File: src/rtl/ysyx_24070016_pkg.sv
// Shared definitions for the load/store unit: memory op encodings,
// FSM state type, strobe width and op legality helpers.
// The misalignment helper is used only when YSYX_24070016_LSU_ALIGN_CHECK_EN
// is defined.
package ysyx_24070016_pkg;

  localparam int STRB_W = 4;

  localparam logic [2:0] OP_LB  = 3'b000;
  localparam logic [2:0] OP_LH  = 3'b001;
  localparam logic [2:0] OP_LW  = 3'b010;
  localparam logic [2:0] OP_LBU = 3'b100;
  localparam logic [2:0] OP_LHU = 3'b101;

  typedef enum logic [1:0] {
    LSU_IDLE = 2'd0,
    LSU_REQ  = 2'd1,
    LSU_WAIT = 2'd2,
    LSU_DONE = 2'd3
  } lsu_state_e;

  // Encodings 011, 110 and 111 do not exist; stores have no unsigned form.
  function automatic logic illegal_op(input logic wren, input logic [2:0] op);
    return (op[1:0] == 2'b11) || (op[2:1] == 2'b11) || (wren && op[2]);
  endfunction

  // Halfword must sit on an even address, word on a multiple of four.
  function automatic logic is_misaligned(input logic [2:0] op, input logic [1:0] lo);
    return ((op[1:0] == 2'b01) && lo[0]) || ((op[1:0] == 2'b10) && (lo != 2'b00));
  endfunction

endpackage

File: src/rtl/ysyx_24070016_lsu_align.sv
// Pure combinational lane logic for the LSU: places store data and byte
// strobes on the correct lanes of the word bus, and pulls load data off the
// correct lane with sign/zero extension. Misaligned halfword/word addresses
// are handled by natural truncation here; rejecting them is done in the top
// when YSYX_24070016_LSU_ALIGN_CHECK_EN is defined.
module ysyx_24070016_lsu_align
  import ysyx_24070016_pkg::*;
(
  input  logic              wren,
  input  logic [2:0]        op,
  input  logic [31:0]       addr,
  input  logic [31:0]       wdata,
  input  logic [31:0]       rdata,
  output logic [31:0]       req_addr,
  output logic [31:0]       req_wdata,
  output logic [STRB_W-1:0] req_wstrb,
  output logic [31:0]       load_data
);

  logic [31:0] shifted;

  assign req_addr = {addr[31:2], 2'b00};

  // Store lane replication and strobes; loads never assert strobes.
  always_comb begin
    req_wdata = wdata;
    req_wstrb = '0;
    if (wren) begin
      case (op[1:0])
        2'b00: begin
          req_wdata = {4{wdata[7:0]}};
          req_wstrb = 4'b0001 << addr[1:0];
        end
        2'b01: begin
          req_wdata = {2{wdata[15:0]}};
          req_wstrb = addr[1] ? 4'b1100 : 4'b0011;
        end
        default: req_wstrb = 4'b1111;
      endcase
    end
  end

  // Load lane extraction followed by sign/zero extension (op[2] = unsigned).
  always_comb begin
    case (op[1:0])
      2'b00:   shifted = rdata >> {addr[1:0], 3'b000};
      2'b01:   shifted = rdata >> {addr[1], 4'b0000};
      default: shifted = rdata;
    endcase
    case (op[1:0])
      2'b00:   load_data = op[2] ? {24'b0, shifted[7:0]}
                                 : {{24{shifted[7]}}, shifted[7:0]};
      2'b01:   load_data = op[2] ? {16'b0, shifted[15:0]}
                                 : {{16{shifted[15]}}, shifted[15:0]};
      default: load_data = shifted;
    endcase
  end

endmodule

File: src/rtl/ysyx_24070016_lsu.sv
// Load/store unit: one transaction in flight, IDLE -> REQ -> WAIT -> DONE.
// Illegal ops (and, with YSYX_24070016_LSU_ALIGN_CHECK_EN defined, misaligned
// halfword/word accesses) skip the memory and go straight to DONE with
// out_err set.
//
// Handshakes: a transfer happens on a rising edge where valid && ready are
// both high. A valid driven by this unit stays high with stable fields until
// accepted; in_ready depends only on state.
module ysyx_24070016_lsu
  import ysyx_24070016_pkg::*;
#(
  parameter int TAG_W = 5
) (
  input  logic             clk,
  input  logic             rst_n,
  input  logic             in_valid,
  output logic             in_ready,
  input  logic             in_wren,
  input  logic [2:0]       in_op,
  input  logic [31:0]      in_addr,
  input  logic [31:0]      in_wdata,
  input  logic [TAG_W-1:0] in_tag,
  output logic             mem_req_valid,
  input  logic             mem_req_ready,
  output logic             mem_req_wren,
  output logic [31:0]      mem_req_addr,
  output logic [31:0]      mem_req_wdata,
  output logic [3:0]       mem_req_wstrb,
  input  logic             mem_resp_valid,
  output logic             mem_resp_ready,
  input  logic [31:0]      mem_resp_rdata,
  input  logic             mem_resp_err,
  output logic             out_valid,
  input  logic             out_ready,
  output logic [31:0]      out_rdata,
  output logic [TAG_W-1:0] out_tag,
  output logic             out_err
);

  lsu_state_e       state, state_nxt;
  logic             wren_q;
  logic [2:0]       op_q;
  logic [31:0]      addr_q;
  logic [31:0]      wdata_q;
  logic [TAG_W-1:0] tag_q;
  logic [31:0]      rdata_q;
  logic             err_q;

  logic             early_err;
  logic             misalign;
  logic             in_fire;
  logic             resp_fire;
  logic [31:0]      load_data;

`ifdef YSYX_24070016_LSU_ALIGN_CHECK_EN
  assign misalign = is_misaligned(in_op, in_addr[1:0]);
`else
  assign misalign = 1'b0;
`endif

  assign early_err = illegal_op(in_wren, in_op) || misalign;
  assign in_fire   = in_valid && in_ready;
  assign resp_fire = mem_resp_valid && mem_resp_ready;

  ysyx_24070016_lsu_align u_align (
    .wren      (wren_q),
    .op        (op_q),
    .addr      (addr_q),
    .wdata     (wdata_q),
    .rdata     (mem_resp_rdata),
    .req_addr  (mem_req_addr),
    .req_wdata (mem_req_wdata),
    .req_wstrb (mem_req_wstrb),
    .load_data (load_data)
  );

  // State register; reset abandons any transaction in flight.
  always_ff @(posedge clk or negedge rst_n) begin
    if (!rst_n) state <= LSU_IDLE;
    else        state <= state_nxt;
  end

  // Next-state and handshake outputs, all decoded from state.
  always_comb begin
    state_nxt      = state;
    in_ready       = 1'b0;
    mem_req_valid  = 1'b0;
    mem_resp_ready = 1'b0;
    out_valid      = 1'b0;
    case (state)
      LSU_IDLE: begin
        in_ready = 1'b1;
        if (in_valid) state_nxt = early_err ? LSU_DONE : LSU_REQ;
      end
      LSU_REQ: begin
        mem_req_valid = 1'b1;
        if (mem_req_ready) state_nxt = LSU_WAIT;
      end
      LSU_WAIT: begin
        mem_resp_ready = 1'b1;
        if (mem_resp_valid) state_nxt = LSU_DONE;
      end
      LSU_DONE: begin
        out_valid = 1'b1;
        if (out_ready) state_nxt = LSU_IDLE;
      end
      default: state_nxt = LSU_IDLE;
    endcase
  end

  // Transaction registers: latched on accept, result captured on response.
  always_ff @(posedge clk or negedge rst_n) begin
    if (!rst_n) begin
      wren_q  <= 1'b0;
      op_q    <= 3'b000;
      addr_q  <= '0;
      wdata_q <= '0;
      tag_q   <= '0;
      rdata_q <= '0;
      err_q   <= 1'b0;
    end else begin
      if (in_fire) begin
        wren_q  <= in_wren;
        op_q    <= in_op;
        addr_q  <= in_addr;
        wdata_q <= in_wdata;
        tag_q   <= in_tag;
        rdata_q <= '0;
        err_q   <= early_err;
      end
      if (resp_fire) begin
        rdata_q <= (wren_q || mem_resp_err) ? '0 : load_data;
        err_q   <= mem_resp_err;
      end
    end
  end

  assign mem_req_wren = wren_q;
  assign out_rdata    = rdata_q;
  assign out_tag      = tag_q;
  assign out_err      = err_q;

endmodule
File: config.mk
export PLATFORM = sky130hd
export DESIGN_NAME = ysyx_24070016_lsu
export DESIGN_NICKNAME = d
export VERILOG_FILES = /design/src/rtl/ysyx_24070016_pkg.sv /design/src/rtl/ysyx_24070016_lsu_align.sv /design/src/rtl/ysyx_24070016_lsu.sv
export SDC_FILE = /design/constraint.sdc
export NUM_CORES = 1
export LEC_CHECK = 0
export ABC_CLOCK_PERIOD_IN_PS = 1970
export CORE_ASPECT_RATIO = 1.2
export CORE_MARGIN = 4
export CORE_UTILIZATION = 44
export DETAILED_ROUTE_END_ITERATION = 8
export PLACE_DENSITY = 0.81
export SETUP_SLACK_MARGIN = 0.02
export SYNTH_ARGS = -nofsm -noshare
export SYNTH_HDL_FRONTEND = slang
export SYNTH_HIERARCHICAL = 1
export SYNTH_SLANG_ARGS = --single-unit
File: constraint.sdc
create_clock -name clk -period 1.97 [get_ports clk]
set_input_delay 0.394 -clock clk [delete_from_list [all_inputs] [get_ports clk]]
set_output_delay 0.394 -clock clk [all_outputs]
set_load 0.02 [all_outputs]
# After elaboration in Yosys (flattened, before gate mapping)
# Cells that the tools add are included.
[word_totals] regBits=108 in_bits=112
[op_classes] eq_ne=10 n_shift=3 n_mux=24 n_reduce_logical=10
[ops] operator="$mux W32" n=6
[ops] operator="$pmux W32 S2" n=3
[ops] operator="$shr A32 B5 Y32" n=2
[ops] operator="$mux W2" n=5
[ops] operator="$eq A2 B2 Y1 const B" n=4
[ops] operator="$mux W4" n=2
[ops] operator="$ne A2 B2 Y1 const B" n=4
[ops] operator="$pmux W2 S4" n=1
[ops] operator="$pmux W4 S2" n=1
[ops] operator="$mux W1" n=6
[ops] operator="$eq A2 B1 Y1 const B" n=2
[ops] operator="$logic_not A2 Y1" n=2
[ops] operator="$reduce_and A4 Y1" n=1
[ops] operator="$shl A1 B2 Y4 const A" n=1
[ops] operator="$logic_and A1 B1 Y1" n=3
[ops] operator="$logic_or A1 B1 Y1" n=3
[ops] operator="$reduce_bool A2 Y1" n=1

# Depth between registers and ports, before layout
[depth] depth_word=6 ltp_mapped=7

# Hierarchy
# The synthesis kept the hierarchy.
[by_module_without_submodules] mod="ysyx_24070016_lsu" n_inst=1 cells_per_inst=255 area_each_um2=4087.7 seq_area_each_um2=2702.6
[by_module_without_submodules] mod="ysyx_24070016_lsu_align" n_inst=1 cells_per_inst=219 area_each_um2=1511.4 seq_area_each_um2=0.0

# Least setup slack after synthesis
# Ideal clock, no wire load.
[synth_path] kind="register to output" startpoint="register op_q[1]" endpoint="output port mem_req_wdata[29]" arrival_ps=1497 required_time_ps=1576 path_slack_ps=79 stages_incl_launch_ff=6 path_cell_list="dfrtp_1 > buf_6 > nand2b_1 > clkbuf_1 > clkbuf_1 > o21ai_0"
[synth_via] elab_chain_len=3 elab_cells_between_ends=4
[synth_lines] element="from (decl)" line_no="ysyx_24070016_lsu.sv:42" source="logic [2:0] op_q;"
[synth_lines] element="from (signal assigned)" line_no="ysyx_24070016_lsu.sv:124" source="op_q <= in_op;"
[synth_lines] element="$eq A2 B1 Y1 / $logic_not A2 Y1 (equally long branches)" line_no="ysyx_24070016_lsu_align.sv:29" source="case (op[1:0])"
[synth_lines] element="$pmux W32 S2 *" line_no="ysyx_24070016_lsu_align.sv:29"
[synth_lines] element="$mux W32 *" line_no="ysyx_24070016_lsu_align.sv:28" source="if (wren) begin"
[synth_lines] element="to (decl)" line_no="ysyx_24070016_lsu.sv:27" source="output logic [31:0] mem_req_wdata,"
# Mark *: on every way between the ends. The rest lies on a longest branch, timed or not.

# Worst setup path after layout
[layout_path] startpoint="register op_q[1]" endpoint="output port mem_req_wdata[11]"
# The elaborated chain is that of the path after synthesis.

==> metrics.txt <==
HPWL Detailed=11630 um; violated checks=hold timing, setup timing; root buffer cell=clkbuf_16; ant diodes=0; Routed Antenna Nets=0; Initial Utilization=between 40% and 50%; syn avg cell area=between 10 and 15 um^2; Tcrit/Tclk final=103.4%; #FFs+latches synth=~110; Slew Limit Fails=0; drt pass-1 iters=4; first-pass GRT wire length=~25000 um; Core Area=~12000 um^2; row cnt=44; Num CTS Buffers=9; CTS tree=done; Peak VDD IR=1217 uV; pwr dens=1799 nW/um^2; Chip Height=between 100 and 150 um; Min Hold Slack=-0.005730 ns; die width=approximately 110 um; final worst slack=-0.06602 ns; largest net degree at the start of global routing=44; Arr. time, crit path=approximately 1.6 ns; nets@finish=791; crit end category=output pin; Layout area overhead=50.23%; share of layout cells above drive strength 1=roughly 28%; post-route setup TNS=-0.4898 ns; port bufs=220; Overflow after GRT=0; Total Routed Length=around 16000 um; sequential share of the synthesized area=48.27%; vias per inst=5.244; Total GRT Usage=around a fifth; Max clock buf depth=2; final setup vio count=9; Pleak=~3.8 nW; cell count of the worst reg-to-reg path=9; worst skew pair latency=between 0.3 and 0.4 ns; pre-CTS setup slack=-0.1534 ns; level count of the clock H-tree=3; Post-Synthesis Cell Area=approximately 5600 um^2; Critical Path Fanout Max=8; initial antenna violation count=0; fin area=roughly 8400 um^2; DRT iter0 DRCs=85; Worst-path clk slew=~0.070 ns; # IOs=~220; Worst EP required=around 1.6 ns; GP Congestion=about 0.86; Final min period=roughly 2 ns; vias in the first global route=roughly 4700; Max-Cap Viols=0; die area=roughly 15000 um^2; Worst Hold Class=in -> async; Ys Warns=6; Crit Path Class=reg -> out; Cell Area, Placed=roughly 7900 um^2; drt wl/cell=around 19 um; status=finished with violations; final-report hold violation count=3; Setup Skew=around 0.0093 ns; Clock Sinks=roughly 110; Unique masters post-synth=39; drt drc=0; CP startpoint kind=flop; Peak Freq=slightly below 0.5 GHz; cell count after synthesis=between 400 and 500; vias=~4400; RSZ-0062 raised after global routing=yes
registers in the layout, summed over array words and instances (netlist names):
name,flops
out_err,1
wdata_q,32
addr_q,32
mem_req_wren,1
op_q,3
out_tag,5
state,2
out_rdata,32
cells in the mapped netlist (all sizes together):
master   count  area [um^2]
and4         1        8.760
nand3        1        5.000
o21ai       18        105.1
a2111oi      1        27.53
o311a        2        20.02
mux2i       23        230.2
o22ai        1        6.260
a21oi        3        15.01
nand2       52        202.7
a31oi        1        6.260
ha           4        50.05
clkbuf       8        30.03
a211o        1        8.760
conb         1        3.750
nor3b        3        38.79
nor2         8        30.03
nor2b       15        93.84
buf         63        442.9
nor3         2        15.01
a22o        32        280.3
dfrtp      108         2703
o22a         7        61.31
o21a         2        15.01
or3          1        6.260
mux2        90         1013
nand2b       5        31.28
inv         12        45.04
a41oi        1        27.53
and2         1        6.260
a221o        7        70.07
power by group:
group	internal, mW	switching (mW)	leakage (nW)
Sequential	3.25	0.746	1.34
Clock	1.23	0.799	0.159
Combinational	4.79	4.31	2.32
Total	9.27	5.86	3.81
critical path: stages (launching register included):
cell	delay (ns)
dfrtp_2	0.44
nor3b_4	0.23
buf_12	0.17
mux2_4	0.31
buf_6	0.13
layout make-up:
class	count	area, um^2
clock inverter	5	102.6
clock buffer	10	229.0
timing repair buffer	260	2645
fill	897	3865
multi-input combinational	284	2484
inverter	12	45.04
tap	161	201.4
sequential	108	2705
placed cells by master, fill, tap and decap left out, types with 10 or more instances in the layout:
cell type        netlist  final
clkdlybuf4s50_1        0    186
dfrtp_1              108    106
mux2_2                90     74
nand2_1               49     49
a22o_1                32     32
buf_4                 41     30
mux2i_1               23     23
buf_6                  4     19
mux2_4                 0     16
nor2b_1               15     13
inv_1                 11     11
o21ai_0               16     11
clkbuf_16              0     11
buf_12                 0     10
stage by stage:
step                utilization [%]  total power [mW]  cells  hold slack, ns
CTS                           67.39             14.73    839       0.0006525
global placement              64.56             12.44    821          0.3730
detailed placement            64.56             12.66    821          0.3762
finish                        68.52             15.13    840       -0.005730
floorplan                         -             9.299    475         0.09841
global route                  68.52             15.95    840         0.02361
final timing paths:
path,from,end,slack [ns]
max in group asynchronous,rst_n,addr_q[18],1.39
setup / recovery,op_q[1],mem_req_wdata[11],-0.07
min in group clk,out_rdata[20],out_rdata[20],0.50
setup reg to reg,op_q[1],out_rdata[25],0.06
hold reg to reg,out_rdata[20],out_rdata[20],0.50
hold / removal,rst_n,addr_q[15],-0.006
routing by layer:
metal  wire length (um)  track usage (%)  vias to the layer above
met2               8024            35.76                      179
met1               6048            24.72                     2167
li1                   -                -                     2028
met5                  0                0                        -
met4                393            8.214                        0
met3               1381            7.038                       31
logic make-up after synthesis:
group | share of synthesized area [%]
buffers and inverters | 9.251
adder cells (fa/ha/maj) | 0.8939
multiplexers | 22.21
AO/OA/AOI/OAI | 11.49
AND/OR/NAND/NOR | 7.821
flip-flops | 48.27
other | 0.06697
repair_timing:
action / 4_1_cts / 5_1_grt
endpoints found under the hold margin: 0 / 0
resized for setup: 165 / 38
buffers inserted: 3 / 0
hold buffers: 0 / 0
cloned: 0 / 2
endpoints found under the setup margin: 34 / 46
pin swaps: 2 / 0
Power figures use the tool's default switching activity.
